## config.mk

```make
export PLATFORM = sky130hd
export DESIGN_NAME = sram_host_seq
export DESIGN_NICKNAME = d
export VERILOG_FILES = /design/src/rtl/sram_host_seq.sv
export SDC_FILE = /design/constraint.sdc
export NUM_CORES = 1
export LEC_CHECK = 0
export ABC_AREA = 1
export BUFFER_PORTS_ARGS = -buffer_cell sky130_fd_sc_hd__buf_4
export CAP_MARGIN = 0
export CORE_MARGIN = 2
export CORE_UTILIZATION = 55
export CTS_CLUSTER_DIAMETER = 50
export DETAILED_ROUTE_END_ITERATION = 7
export PLACE_DENSITY_LB_ADDON = 0.25
export SETUP_SLACK_MARGIN = 0.02
export SLEW_MARGIN = 20
export SYNTH_ARGS = -nofsm -noshare
export SYNTH_HDL_FRONTEND = slang
export SYNTH_SLANG_ARGS = --single-unit
```

## constraint.sdc

```tcl
create_clock -name CLK -period 2.3 [get_ports CLK]
set_clock_uncertainty 0.2 [all_clocks]
set_input_delay 0.23 -clock CLK [delete_from_list [all_inputs] [get_ports CLK]]
set_output_delay 0.23 -clock CLK [all_outputs]
set_load 0.01 [all_outputs]
```

## src/rtl/sram_host_seq.sv

```systemverilog
`timescale 1ns/1ps
// -----------------------------------------------------------------------------
// sram_host_seq
// Host-side command sequencer for a serial SRAM I/O controller. It accepts one
// read or write command at a time, then runs the controller through its
// phases. A write runs LOAD and SEND. A read runs LOAD, SEND and UNLOAD. Each
// phase ends in a wait for RDY, and a one-cycle BGN-low clear follows. A
// bounded wait aborts the command and reports RSP_ERR.
//
// Ports
//   CLK, RST            clock, asynchronous active-high reset
//   CMD_VALID/READY     host command handshake (READY only in S_IDLE)
//   CMD_WR/ADDR/WDATA   command fields, latched on acceptance
//   RSP_VALID           one-cycle completion pulse
//   RSP_RDATA, RSP_ERR  read data (held until next accept), timeout flag
//   BGN                 controller enable, low for one cycle to clear it
//   LOAD_N              active-low one-cycle start strobe
//   CTRL                {is_write, is_sram} phase selector
//   SI / SO             serial frame out (LSB first) / serial readback in
//   RDY                 controller phase done
// -----------------------------------------------------------------------------
module sram_host_seq #(
  parameter int MEMORY_DATA_WIDTH = 8,
  parameter int MEMORY_ADDR_WIDTH = 10,
  parameter int TIMEOUT_CYCLES    = 32
) (
  input  logic                         CLK,
  input  logic                         RST,
  input  logic                         CMD_VALID,
  output logic                         CMD_READY,
  input  logic                         CMD_WR,
  input  logic [MEMORY_ADDR_WIDTH-1:0] CMD_ADDR,
  input  logic [MEMORY_DATA_WIDTH-1:0] CMD_WDATA,
  output logic                         RSP_VALID,
  output logic [MEMORY_DATA_WIDTH-1:0] RSP_RDATA,
  output logic                         RSP_ERR,
  output logic                         BGN,
  output logic                         LOAD_N,
  output logic [1:0]                   CTRL,
  output logic                         SI,
  input  logic                         RDY,
  input  logic                         SO
);

  localparam int FRAME_W  = MEMORY_ADDR_WIDTH + MEMORY_DATA_WIDTH;
  localparam int SHIFT_CW = $clog2(FRAME_W);

  typedef enum logic [2:0] {
    S_IDLE, S_LDREQ, S_GAP, S_SHIFT, S_WAIT, S_CLR, S_SENDREQ, S_DONE
  } state_e;

  typedef enum logic [1:0] {PH_LOAD, PH_SEND, PH_UNLOAD} phase_e;

  state_e                       state_q, state_d;
  phase_e                       phase_q, phase_d;
  logic                         wr_q, wr_d;
  logic [MEMORY_ADDR_WIDTH-1:0] addr_q, addr_d;
  logic [MEMORY_DATA_WIDTH-1:0] wdata_q, wdata_d;
  logic [MEMORY_DATA_WIDTH-1:0] rdata_q, rdata_d;
  logic [SHIFT_CW-1:0]          shift_cnt_q, shift_cnt_d;
  logic [5:0]                   wait_cnt_q, wait_cnt_d;
  logic                         err_q, err_d;
  logic [FRAME_W-1:0]           frame;

  // Address in the upper bits, data in the lower bits, so data goes out first.
  assign frame = {addr_q, wdata_q};

  // State register
  always_ff @(posedge CLK or posedge RST) begin
    if (RST) begin
      state_q     <= S_IDLE;
      phase_q     <= PH_LOAD;
      wr_q        <= 1'b0;
      addr_q      <= '0;
      wdata_q     <= '0;
      rdata_q     <= '0;
      shift_cnt_q <= '0;
      wait_cnt_q  <= '0;
      err_q       <= 1'b0;
    end else begin
      // NOTE: non-blocking assignments so every register samples pre-edge values.
      state_q     <= state_d;
      phase_q     <= phase_d;
      wr_q        <= wr_d;
      addr_q      <= addr_d;
      wdata_q     <= wdata_d;
      rdata_q     <= rdata_d;
      shift_cnt_q <= shift_cnt_d;
      wait_cnt_q  <= wait_cnt_d;
      err_q       <= err_d;
    end
  end

  // Next-state logic
  always_comb begin
    // NOTE: hold-by-default assignments first, so no path leaves a latch.
    state_d     = state_q;
    phase_d     = phase_q;
    wr_d        = wr_q;
    addr_d      = addr_q;
    wdata_d     = wdata_q;
    rdata_d     = rdata_q;
    shift_cnt_d = shift_cnt_q;
    wait_cnt_d  = wait_cnt_q;
    err_d       = err_q;

    unique case (state_q)
      S_IDLE: begin
        if (CMD_VALID) begin
          wr_d    = CMD_WR;
          addr_d  = CMD_ADDR;
          wdata_d = CMD_WR ? CMD_WDATA : '0;  // reads load an all-zero data field
          rdata_d = '0;
          err_d   = 1'b0;
          phase_d = PH_LOAD;
          state_d = S_LDREQ;
        end
      end
      S_LDREQ: state_d = S_GAP;
      S_GAP: begin
        shift_cnt_d = '0;
        state_d     = S_SHIFT;
      end
      S_SHIFT: begin
        // Readback arrives LSB first: shift in at the top, after DATA_WIDTH
        // shifts the first bit has reached bit 0.
        if (phase_q == PH_UNLOAD && shift_cnt_q < SHIFT_CW'(MEMORY_DATA_WIDTH))
          rdata_d = {SO, rdata_q[MEMORY_DATA_WIDTH-1:1]};
        if (shift_cnt_q == SHIFT_CW'(FRAME_W - 1)) begin
          wait_cnt_d = '0;
          state_d    = S_WAIT;
        end else begin
          shift_cnt_d = shift_cnt_q + 1'b1;
        end
      end
      S_WAIT: begin
        // RDY wins over a timeout reached in the same cycle.
        if (RDY) begin
          state_d = S_CLR;
        end else if (wait_cnt_q == 6'(TIMEOUT_CYCLES - 1)) begin
          err_d   = 1'b1;
          rdata_d = '0;
          state_d = S_CLR;
        end else begin
          wait_cnt_d = wait_cnt_q + 6'd1;
        end
      end
      S_CLR: begin
        if (err_q) begin
          state_d = S_DONE;
        end else begin
          unique case (phase_q)
            PH_LOAD: begin
              phase_d = PH_SEND;
              state_d = S_SENDREQ;
            end
            PH_SEND: begin
              if (wr_q) begin
                state_d = S_DONE;
              end else begin
                phase_d = PH_UNLOAD;
                state_d = S_LDREQ;
              end
            end
            default: state_d = S_DONE;
          endcase
        end
      end
      S_SENDREQ: begin
        wait_cnt_d = '0;
        state_d    = S_WAIT;
      end
      S_DONE:  state_d = S_IDLE;
      default: state_d = S_IDLE;
    endcase
  end

  // Output logic: a pure decode of the registered state, so reset reaches the
  // outputs without waiting for a clock. READY and BGN also gate on RST
  // because S_IDLE (the reset state) would otherwise drive them high.
  always_comb begin
    CMD_READY = 1'b0;
    BGN       = 1'b0;
    LOAD_N    = 1'b1;
    CTRL      = 2'b00;
    SI        = 1'b0;
    RSP_VALID = 1'b0;
    RSP_RDATA = rdata_q;
    RSP_ERR   = err_q;

    if (!RST) begin
      CMD_READY = (state_q == S_IDLE);
      BGN       = (state_q != S_CLR);
    end
    if (state_q == S_LDREQ || state_q == S_SENDREQ)
      LOAD_N = 1'b0;
    // The send selector stays up through the wait that follows S_SENDREQ.
    if (state_q == S_SENDREQ || (state_q == S_WAIT && phase_q == PH_SEND))
      CTRL = {wr_q, 1'b1};
    if (state_q == S_SHIFT && phase_q == PH_LOAD)
      SI = frame[shift_cnt_q];
    if (state_q == S_DONE)
      RSP_VALID = 1'b1;
  end

endmodule

```

==> run_results.csv <==
group,metric,value,unit
synthesis,ys_seq_elements,44,
route,avgViaCountPerCell,5.30,
sta,rsz0062_at_grt,"no",
sta,tns,0,ns
sta,finalCritPeriodShare,95.0,%
synthesis,syn_area,2380,um2
cells_and_area,drive_gt1_share,20.9,%
global_routing,grt-ovfl-total,0,
synthesis,syn_area_per_cell,8.10,um2
cells_and_area,area_growth,25.2,%
route,met3WireLength,277,um
floorplan,rows,23,
cells_and_area,antenna_cells,0,
worst_setup_path,worst-setup-path-type,"reg2out",
cells_and_area,final_cell_mix,"nand2_1 (75), dfrtp_1 (44), buf_4 (43)",
place,place_ws,0.370,ns
synthesis,synth.net_count,321,
clock_network,insertion_delay,0.30,ns
synthesis,synth_seq_area_share,46.2,%
floorplan,die-area,4870,um2
sta,worst_pin_slew,0.557,ns
global_routing,grt_max_degree,45,
cells_and_area,final_cells,404,
power_and_ir_drop,max-vdd-ir-drop,0.545,mV
clock_network,clockBufferDepth,2,
power_and_ir_drop,p_leak,1.48,nW
sta,hold_viol_final,0,
route,wl,5370,um
place,portBuffers,39,
route,route.detailed.wl_per_inst,13.3,um
place,dp.cells,378,
sta,max_clock_freq,458,MHz
route,top_layer_used,"met4",
clock_network,postCtsSetupBuffers,0,
cells_and_area,final_common_cell,"nand2_1",
route,wl_met1,2450,um
sta,period_minus_slack,2.18,ns
floorplan,core-area,4090,um2
sta,finalSetupViolCount,0,
synthesis,yosysUniqueCellTypes,33,
floorplan,boundaryPins,40,
clock_network,cts.sink_count,44,
clock_network,h-tree-depth,2,
floorplan,fp.dieW,69.8,um
floorplan,die_y,69.8,um
worst_setup_path,crit_start,"shift_cnt_q[0]$_DFFE_PP0P_",
sta,relSlewSlack,62.9,%
global_routing,antenna_found_initial,0,
run,maxCapViolCount,0,
hold_path,whs_path_depth,3,
global_routing,grt_use_total,23.3,%
cells_and_area,fin_nets,380,
hold_path,min_path_type,"in2reg",
worst_setup_path,reg2reg_depth,8,
clock_network,cts_made_buffers,5,
synthesis,yosysTopAreaCellShare,46.2,%
route,dr_wl_met2,2550,um
worst_setup_path,cp_data_required_time,1.87,ns
worst_setup_path,crit_path_end,"SI",
synthesis,netlist_instances,294,
hold_path,worstHoldStart,"CMD_WDATA[6]",
worst_setup_path,cp_max_fo,8,
route,vias,2142,
run_status,status,"finished, final reports clean",
clock_network,cts_tree,"built",
worst_setup_path,r2r_setup_slack,0.33,ns
sta,worst_slack,0.115,ns
route,drc_errors,0,
clock_network,clockRootBuffer,"clkbuf_8",
route,drt_iter0_markers,145,
global_routing,grt_pass1_wl,9160,um
route,dr.pass1.iters,4,
route,final_antenna_net_count,0,
worst_setup_path,critPathCaptureType,"primary output",
worst_setup_path,start_kind,"flip-flop",
synthesis,ys_warn_count,0,
global_routing,grt_pass1_vias,2016,
place,finalWeightedCongestion,0.940,
synthesis,synth_top_area_cell,"dfrtp_1",
place,dp_hpwl,3610,um
cells_and_area,stdcell_area,2980,um2
place,placedInstanceArea,2710,um2
worst_setup_path,reg2reg_from,"shift_cnt_q[1]$_DFFE_PP0P_",
clock_network,clk_pin_slew_worst_paths,0.08,ns
worst_setup_path,cp.arrival,1.75,ns
power_and_ir_drop,powerDensity,1060,nW/um2
worst_setup_path,r2r-end,"wait_cnt_q[2]$_DFFE_PP0P_",
sta,drv_slew,0,
floorplan,start_util,58.3,%
synthesis,synth_area_leaders,"dfrtp_1 (46%), nand2_1 (12%), nand3_1 (7.1%), o21ai_0 (6.3%), inv_1 (5.4%)",
## routing by layer
metal / GRT usage [%] / vias up
met1: 32.1 / 1002
met3: 4.94 / 10
met2: 37.0 / 64
met5: 0 / -
li1: - / 1066
met4: 7.26 / 0
## kinds of logic (layout without fill, tap and decap cells)
kind of cell	count (synthesis)	count (layout)	share of synthesized area, %
simple gates	144	144	28.2
compound gates	53	53	13.8
mux	1	1	0.473
fa+ha+maj	3	3	1.58
buf+inv	45	105	8.25
xor+xnor	4	4	1.47
flops	44	44	46.2
## worst max-delay path: stages, from the launching register on
cell     delay, ns
dfrtp_1       0.50
inv_1         0.22
nand3_1       0.12
nand2_1       0.06
inv_1         0.07
nand3_1       0.08
nand3_1       0.10
nand3_1       0.07
nand2_1       0.07
inv_1         0.04
buf_4         0.13
## cell usage after synthesis (all sizes together)
master / n
nand3b: 1
a21oi: 4
inv: 36
buf: 6
nor3: 2
a31oi: 2
nand4: 2
a21boi: 1
mux2: 1
and2: 1
xor2: 4
o211ai: 1
o21ai: 40
dfrtp: 44
ha: 3
nand3: 34
o22ai: 2
nand2: 82
o21a: 2
clkbuf: 3
nor2: 22
o2111ai: 1
## power breakdown
group          internal [W]  total (W)  switching, W  leakage (nW)
combinational      0.000529    0.00146      0.000929         0.853
clock              0.000244   0.000506      0.000262        0.0445
sequential          0.00102    0.00121      0.000190         0.579
total               0.00179    0.00317       0.00138          1.48
## area by class of cell
| cell class | count | area, um2 |
|---|---|---|
| repair buffers | 61 | 503 |
| inverters | 36 | 138 |
| clock buffers | 7 | 86.3 |
| well taps | 50 | 62.6 |
| fillers | 337 | 1100 |
| clock inverters | 1 | 7.51 |
| multi-input cells | 205 | 1080 |
| flip-flops and latches | 44 | 1100 |
## metrics by stage
| step | total power, W | hold WS [ns] | utilization [%] |
|---|---|---|---|
| after floorplan | 0.00229 | 0.140 | - |
| after global placement | 0.00260 | 0.236 | 66.3 |
| after detailed placement | 0.00264 | 0.242 | 66.3 |
| after CTS | 0.00317 | 0.0145 | 73.0 |
| after global routing | 0.00344 | 0.0185 | 73.0 |
| final | 0.00317 | 0.00882 | 73.0 |
## timing repair
action,4_1_cts,5_1_grt
hold endpoints to repair,61,0
resized for setup,0,0
hold buffers,18,0
## how the worst min path moves through the flow
stage                             endpoint  slack (ns)
floorplan            addr_q[9]$_DFFE_PP0P_        0.14
global placement     addr_q[3]$_DFFE_PP0P_        0.24
detailed placement   addr_q[9]$_DFFE_PP0P_        0.24
CTS                 wdata_q[7]$_DFFE_PP0P_        0.01
global route        wdata_q[7]$_DFFE_PP0P_        0.02
finish              wdata_q[6]$_DFFE_PP0P_       0.009
## sequential cells by signal, summed over array words and instances (netlist names)
signal       flops
addr_q          10
RSP_RDATA        8
wdata_q          8
wait_cnt_q       6
shift_cnt_q      5
state_q          3
phase_q          2
RSP_ERR          1
wr_q             1
Note: power is estimated with default switching activity, not from simulation.
